`src/rtl/exec_unit.sv`:
```
// Multi-cycle execute/write-back stage sitting beside the 8x16 register file.
// Optional iterative multiplier for opcode 111 is compiled in with `define EXEC_MUL_EN.
//
// state | meaning
// IDLE  | ready for a new instruction, fields latched on accept
// READ  | register file operands latched into A/B
// EXEC  | single-cycle ALU op computed into result and flags
// MUL   | 16 shift-add iterations (only with EXEC_MUL_EN)
// WB    | write port driven, flags committed at end of cycle
module exec_unit (
    input  logic        clk,
    input  logic        reset,
    input  logic        instr_valid,
    output logic        instr_ready,
    input  logic [2:0]  opcode,
    input  logic [2:0]  rd,
    input  logic [2:0]  rs1,
    input  logic [2:0]  rs2,
    input  logic [7:0]  imm8,
    output logic [2:0]  rd_addr_a,
    output logic [2:0]  rd_addr_b,
    input  logic [15:0] d_out_a,
    input  logic [15:0] d_out_b,
    output logic        wr,
    output logic [2:0]  wr_addr,
    output logic [15:0] d_in,
    output logic        flag_z,
    output logic        flag_c,
    output logic        err
);

    typedef enum logic [2:0] {
        IDLE = 3'd0,
        READ = 3'd1,
        EXEC = 3'd2,
        MUL  = 3'd3,
        WB   = 3'd4
    } state_t;

    localparam logic [2:0] OP_ADD = 3'b000;
    localparam logic [2:0] OP_SUB = 3'b001;
    localparam logic [2:0] OP_AND = 3'b010;
    localparam logic [2:0] OP_OR  = 3'b011;
    localparam logic [2:0] OP_XOR = 3'b100;
    localparam logic [2:0] OP_SHL = 3'b101;
    localparam logic [2:0] OP_LDI = 3'b110;
    localparam logic [2:0] OP_MUL = 3'b111;

    state_t      state_q, state_d;
    logic [2:0]  op_q, rd_q, rs1_q, rs2_q, wr_addr_q;
    logic [7:0]  imm_q;
    logic [15:0] a_q, b_q, result_q;
    logic        res_z_q, res_c_q, flag_z_q, flag_c_q;

    logic [16:0] sum17, diff17, shl17;
    logic [15:0] alu_res;
    logic        alu_c;
    logic        illegal;

`ifdef EXEC_MUL_EN
    logic [31:0] mcand_q, prod_q, prod_nxt;
    logic [15:0] mplier_q;
    logic [3:0]  cnt_q;

    assign prod_nxt = prod_q + (mplier_q[0] ? mcand_q : 32'h0);
    assign illegal  = 1'b0;
`else
    assign illegal  = (op_q == OP_MUL);
`endif

    assign sum17  = {1'b0, a_q} + {1'b0, b_q};
    assign diff17 = {1'b0, a_q} - {1'b0, b_q};
    // Bit 16 holds the last bit shifted out; it stays 0 for a zero shift amount.
    assign shl17  = {1'b0, a_q} << b_q[3:0];

    always_comb begin
        alu_res = 16'h0000;
        alu_c   = 1'b0;
        case (op_q)
            OP_ADD: begin alu_res = sum17[15:0];  alu_c = sum17[16];  end
            OP_SUB: begin alu_res = diff17[15:0]; alu_c = diff17[16]; end
            OP_AND: alu_res = a_q & b_q;
            OP_OR:  alu_res = a_q | b_q;
            OP_XOR: alu_res = a_q ^ b_q;
            OP_SHL: begin alu_res = shl17[15:0];  alu_c = shl17[16];  end
            OP_LDI: alu_res = {8'h00, imm_q};
            default: ;
        endcase
    end

    always_comb begin
        state_d = state_q;
        case (state_q)
            IDLE: if (instr_valid) state_d = READ;
            READ: begin
                state_d = EXEC;
`ifdef EXEC_MUL_EN
                if (op_q == OP_MUL) state_d = MUL;
`endif
            end
            EXEC: state_d = illegal ? IDLE : WB;
`ifdef EXEC_MUL_EN
            MUL:  if (cnt_q == 4'd0) state_d = WB;
`endif
            WB:   state_d = IDLE;
            default: state_d = IDLE;
        endcase
    end

    always_ff @(posedge clk) begin
        if (!reset) state_q <= IDLE;
        else        state_q <= state_d;
    end

    always_ff @(posedge clk) begin
        if (!reset) begin
            op_q      <= 3'd0;
            rd_q      <= 3'd0;
            rs1_q     <= 3'd0;
            rs2_q     <= 3'd0;
            imm_q     <= 8'h00;
            a_q       <= 16'h0000;
            b_q       <= 16'h0000;
            result_q  <= 16'h0000;
            res_z_q   <= 1'b0;
            res_c_q   <= 1'b0;
            wr_addr_q <= 3'd0;
            flag_z_q  <= 1'b0;
            flag_c_q  <= 1'b0;
`ifdef EXEC_MUL_EN
            mcand_q   <= 32'h0;
            prod_q    <= 32'h0;
            mplier_q  <= 16'h0;
            cnt_q     <= 4'd0;
`endif
        end else begin
            case (state_q)
                IDLE: if (instr_valid) begin
                    op_q  <= opcode;
                    rd_q  <= rd;
                    rs1_q <= rs1;
                    rs2_q <= rs2;
                    imm_q <= imm8;
                end
                READ: begin
                    a_q <= d_out_a;
                    b_q <= d_out_b;
`ifdef EXEC_MUL_EN
                    mcand_q  <= {16'h0000, d_out_a};
                    mplier_q <= d_out_b;
                    prod_q   <= 32'h0;
                    cnt_q    <= 4'd15;
`endif
                end
                EXEC: if (!illegal) begin
                    result_q  <= alu_res;
                    res_c_q   <= alu_c;
                    res_z_q   <= (alu_res == 16'h0000);
                    wr_addr_q <= rd_q;
                end
`ifdef EXEC_MUL_EN
                MUL: begin
                    prod_q   <= prod_nxt;
                    mcand_q  <= mcand_q << 1;
                    mplier_q <= mplier_q >> 1;
                    cnt_q    <= cnt_q - 4'd1;
                    if (cnt_q == 4'd0) begin
                        result_q  <= prod_nxt[15:0];
                        res_c_q   <= |prod_nxt[31:16];
                        res_z_q   <= (prod_nxt[15:0] == 16'h0000);
                        wr_addr_q <= rd_q;
                    end
                end
`endif
                WB: begin
                    flag_z_q <= res_z_q;
                    flag_c_q <= res_c_q;
                end
                default: ;
            endcase
        end
    end

    assign instr_ready = (state_q == IDLE) & reset;
    assign wr          = (state_q == WB) & reset;
    assign err         = (state_q == EXEC) & illegal & reset;
    assign rd_addr_a   = rs1_q;
    assign rd_addr_b   = rs2_q;
    assign wr_addr     = wr_addr_q;
    assign d_in        = result_q;
    assign flag_z      = flag_z_q;
    assign flag_c      = flag_c_q;

endmodule
```
`config.mk`:
```
export PLATFORM = sky130hd
export DESIGN_NAME = exec_unit
export DESIGN_NICKNAME = d
export VERILOG_FILES = /design/src/rtl/exec_unit.sv
export SDC_FILE = /design/constraint.sdc
export NUM_CORES = 1
export LEC_CHECK = 0
export ABC_AREA = 1
export CORE_MARGIN = 2
export CORE_UTILIZATION = 46
export CTS_CLUSTER_SIZE = 10
export DETAILED_ROUTE_END_ITERATION = 10
export PLACE_DENSITY_LB_ADDON = 0.25
export SETUP_SLACK_MARGIN = 0.5
export SLEW_MARGIN = 10
export SYNTH_ARGS = -nofsm -noshare
export SYNTH_HDL_FRONTEND = slang
export SYNTH_SLANG_ARGS = --single-unit
```
`constraint.sdc`:
```
create_clock -name clk -period 4.8 [get_ports clk]
set_input_delay 0.96 -clock clk [delete_from_list [all_inputs] [get_ports clk]]
set_output_delay 0.96 -clock clk [all_outputs]
set_load 0.01 [all_outputs]
```
==> reports/qor_table.md <==
| Result | This run | Unit |
|:---|:---|:---|
| Maximum number of pins on one net before global-route repair | 73 | - |
| Largest vdd supply drop | 0.176 | mV |
| Count of inserted antenna diode cells | 0 | - |
| Antenna violations before repair | 0 | - |
| Switching pwr | 0.000794 | W |
| Post-synthesis sequential area ratio | 25.0 | % |
| Filler cell count | 1359 | - |
| ANT nets after route | 0 | - |
| Std-Cell Core Area | 0.0132 | mm^2 |
| Max-slew violations | 0 | - |
| Number of hold buffers added after cts | 0 | - |
| Via count normalized by instance count | 5.24 | - |
| Area of combinational cells with multiple inputs | 0.00390 | mm^2 |
| Site Rows | 42 | - |
| Worst setup margin | 1.49 | ns |
| Detailed-route via count | 6566 | - |
| Placement Cell Area | 0.00708 | mm^2 |
| Mapped Cells | 1022 | - |
| Clock insertion delay at the later pin of the skew report | 0.36 | ns |
| Status | finished clean | - |
| Routed wire length per instance | 14.6 | um |
| Upper clock frequency limit | 302 | MHz |
| Number of levels in the clock H-tree | 3 | - |
| Number of warnings issued by yosys | 0 | - |
| Post-synthesis area per instance | 6.11 | um^2 |
| Max-capacitance violation count | 0 | - |
| Internal power component | 0.00140 | W |
| Clk pin slew, worst setup/hold paths | 0.06 | ns |
| Root Buffer | sky130_fd_sc_hd__clkbuf_16 | - |
| Post-synthesis register bit count | 78 | - |
| Number of gates given a new drive strength after cts | 0 | - |
| Number of top-level pins | 85 | - |
| Share of total power consumed by net switching | 36.1 | % |
| Count of final setup violators | 0 | - |
| Post-Route Utilization | 55.9 | % |
| Sequential cell area | 0.00156 | mm^2 |
| Share of synthesized flip-flops with an asynchronous set or reset | 0 | % |
| Fin crit period | 3.31 | ns |
| Final wirelength | 18300 | um |
| Floorplan die area | 0.0145 | mm^2 |
| HP Class | reg -> reg | - |
| Post-CTS Repair Setup Buffers | 0 | - |
| Number of clock sinks | 78 | - |
| Leading cell type in the layout, fill and taps excluded | sky130_fd_sc_hd__nand2_1 | - |
| Worst slew pin tran | 1.01 | ns |
| Headroom to the max-slew limit | 32.5 | % |
| Period utilization | 68.9 | % |
| Overall die width | 121 | um |
| Number of enable-type register cells in the synthesized netlist | 0 | - |
| Cell Pwr Density | 297 | mW/mm^2 |
| Post-Synthesis Cell Area | 0.00624 | mm^2 |
| Synth Flop Type | sky130_fd_sc_hd__dfxtp_1 | - |
| Initial core utilization | 47.1 | % |
| Clock share of power | 34.5 | % |
| Setup repair after global routing missed its margin | false | - |
| DRC | 0 | - |
| Crit Path Category | reg -> reg | - |
| Buffer levels on the longest clock path | 2 | - |
| Clock tree from TritonCTS | built | - |
| Length of the first detailed-routing pass in iterations | 5 | - |
| Estimated wirelength of the detail-placed design | 14100 | um |
| Top library cells by usage in the layout, fill and taps aside | sky130_fd_sc_hd__nand2_1, sky130_fd_sc_hd__inv_1, sky130_fd_sc_hd__a21oi_1 | - |
| Synthesized netlist net count | 1130 | - |
| Worst Skew | 0.00973 | ns |
| Worst hold slack after final layout | 0.445 | ns |
| Net count of the finished layout | 1180 | - |
| Crit path capture type | flop | - |
| Global-route wire length before repair | 28800 | um |
| Final Cell Area | 0.00740 | mm^2 |
| Sequential Power Share | 33.7 | % |
| GRT Residual Overflow | 0 | - |
| Final-layout setup total negative slack | 0 | ns |
| Startpoint type of the worst setup path | flop | - |
| Share of layout cells above drive strength 1 | 4.74 | % |
| Count of distinct cell types in the synthesized netlist | 39 | - |
| Number of DRC violations after detailed-routing iteration 0 | 511 | - |
| Leak | 3.41 | nW |
| Crit Path Max Fanout | 19 | - |
| Area added between synthesis and finish | 18.5 | % |
| Final weighted congestion of routability-driven global placement | 0.974 | - |
| Final Hold Viols | 0 | - |
| Total routing usage reported by global routing | 25.2 | % |
| Data arrival time of the worst path | 3.59 | ns |
| Port Buffers | 84 | - |
| TritonCTS Buffers | 9 | - |
| Die extent in y | 121 | um |
| Combinational power share | 31.8 | % |
| Pre-CTS setup slack | 1.55 | ns |
| Number of global-route vias before repair | 5800 | - |
| Required time worst endpoint | 5.08 | ns |
[per-layer routing]
metal  wire, um  vias to the layer above  GRT usage [%]  part of all wire [%]
met5          0                        -              0                     0
met4        516                        0           9.45                   2.8
met3       1590                       37           6.04                   8.7
met2       7750                      272           37.6                    42
met1       8450                     2870           35.1                    46
li1           -                     3387              -                     -
[through the flow]
stage / std cells / power, W
6_report: 1253 / 0.00220
5_1_grt: 1253 / 0.00232
4_1_cts: 1253 / 0.00220
3_5_place_dp: 1237 / 0.00144
3_3_place_gp: 1237 / 0.00143
2_1_floorplan: 1022 / 0.00123
[critical path, stage by stage (launching register included)]
cell and delay (ns):
sky130_fd_sc_hd__dfxtp_1 0.72, sky130_fd_sc_hd__inv_1 0.45, sky130_fd_sc_hd__ha_1 0.59, sky130_fd_sc_hd__nand3b_1 0.15, sky130_fd_sc_hd__nand2_1 0.16, sky130_fd_sc_hd__nand2_1 0.06
sky130_fd_sc_hd__nand2_1 0.13, sky130_fd_sc_hd__nand2_1 0.09, sky130_fd_sc_hd__a21oi_1 0.20, sky130_fd_sc_hd__nor2_1 0.07, sky130_fd_sc_hd__nor2_1 0.22, sky130_fd_sc_hd__nand2_1 0.08
sky130_fd_sc_hd__nor2_1 0.10, sky130_fd_sc_hd__nand3_1 0.09, sky130_fd_sc_hd__a21oi_1 0.13
[registers in the layout, summed over array words and instances (netlist names)]
| signal | flops |
|---|---|
| wr_addr | 3 |
| imm_q | 8 |
| b_q | 16 |
| op_q | 3 |
| flag_c | 1 |
| rd_addr_a | 3 |
| a_q | 16 |
| rd_q | 3 |
| d_in | 16 |
| flag_z | 1 |
| rd_addr_b | 3 |
| res_c_q | 1 |
| res_z_q | 1 |
| state_q | 3 |
[power by group through the flow]
stage | clock (W) | combinational (W) | sequential [W]
5_1_grt | 0.000795 | 0.000778 | 0.000747
3_5_place_dp | 0 | 0.000681 | 0.000755
6_report | 0.000758 | 0.000699 | 0.000741
2_1_floorplan | 0 | 0.000493 | 0.000738
4_1_cts | 0.000770 | 0.000686 | 0.000740
3_3_place_gp | 0 | 0.000676 | 0.000753
[final timing paths]
path	start	endpoint	slack [ns]	cells past startpoint
hold / removal	imm_q[7]	imm_q[7]	0.44	2
setup reg to reg	b_q[2]	res_z_q	1.49	14
setup / recovery	b_q[2]	res_z_q	1.49	14
hold reg to reg	imm_q[7]	imm_q[7]	0.44	2
[final cells by class]
cell class | instances | share of cell area, %
clock buffers | 10 | 3.09
clock inverters | 6 | 1.25
inverters | 142 | 7.27
multi-input cells | 754 | 52.7
flip-flops and latches | 78 | 21.1
well taps | 176 | 2.98
repair buffers | 87 | 11.6
[synth_stat cells, types with 4 or more instances]
library cell	number	share of area, %
sky130_fd_sc_hd__o211ai_1	8	0.96
sky130_fd_sc_hd__a21oi_1	106	8.5
sky130_fd_sc_hd__nand3_2	4	0.64
sky130_fd_sc_hd__o21bai_1	6	0.72
sky130_fd_sc_hd__nor2_1	104	6.3
sky130_fd_sc_hd__dfxtp_1	78	25
sky130_fd_sc_hd__nor2_2	4	0.40
sky130_fd_sc_hd__buf_2	13	1.0
sky130_fd_sc_hd__ha_1	51	10
sky130_fd_sc_hd__o22ai_1	8	0.80
sky130_fd_sc_hd__o21ai_0	86	6.9
sky130_fd_sc_hd__nand4_1	8	0.80
sky130_fd_sc_hd__clkbuf_1	22	1.3
sky130_fd_sc_hd__inv_1	130	7.8
sky130_fd_sc_hd__nand2_1	244	15
sky130_fd_sc_hd__nand2_2	6	0.60
sky130_fd_sc_hd__nand3_1	89	7.1
sky130_fd_sc_hd__buf_4	11	1.3
sky130_fd_sc_hd__inv_2	9	0.54
sky130_fd_sc_hd__o21ai_1	8	0.64
[logic make-up (layout without fill, tap and decap cells)]
kind of cell             count (synthesis)  after routing  synth area share [%]
buffers and inverters                  190            245                  12.5
AO/OA/AOI/OAI                          225            225                  18.9
XOR/XNOR                                 3              3                 0.421
adder cells (fa/ha/maj)                 53             53                  10.9
AND/OR/NAND/NOR                        473            473                  32.2
flip-flops                              78             78                  25.0
No activity file was read; power rests on OpenSTA's default activity.
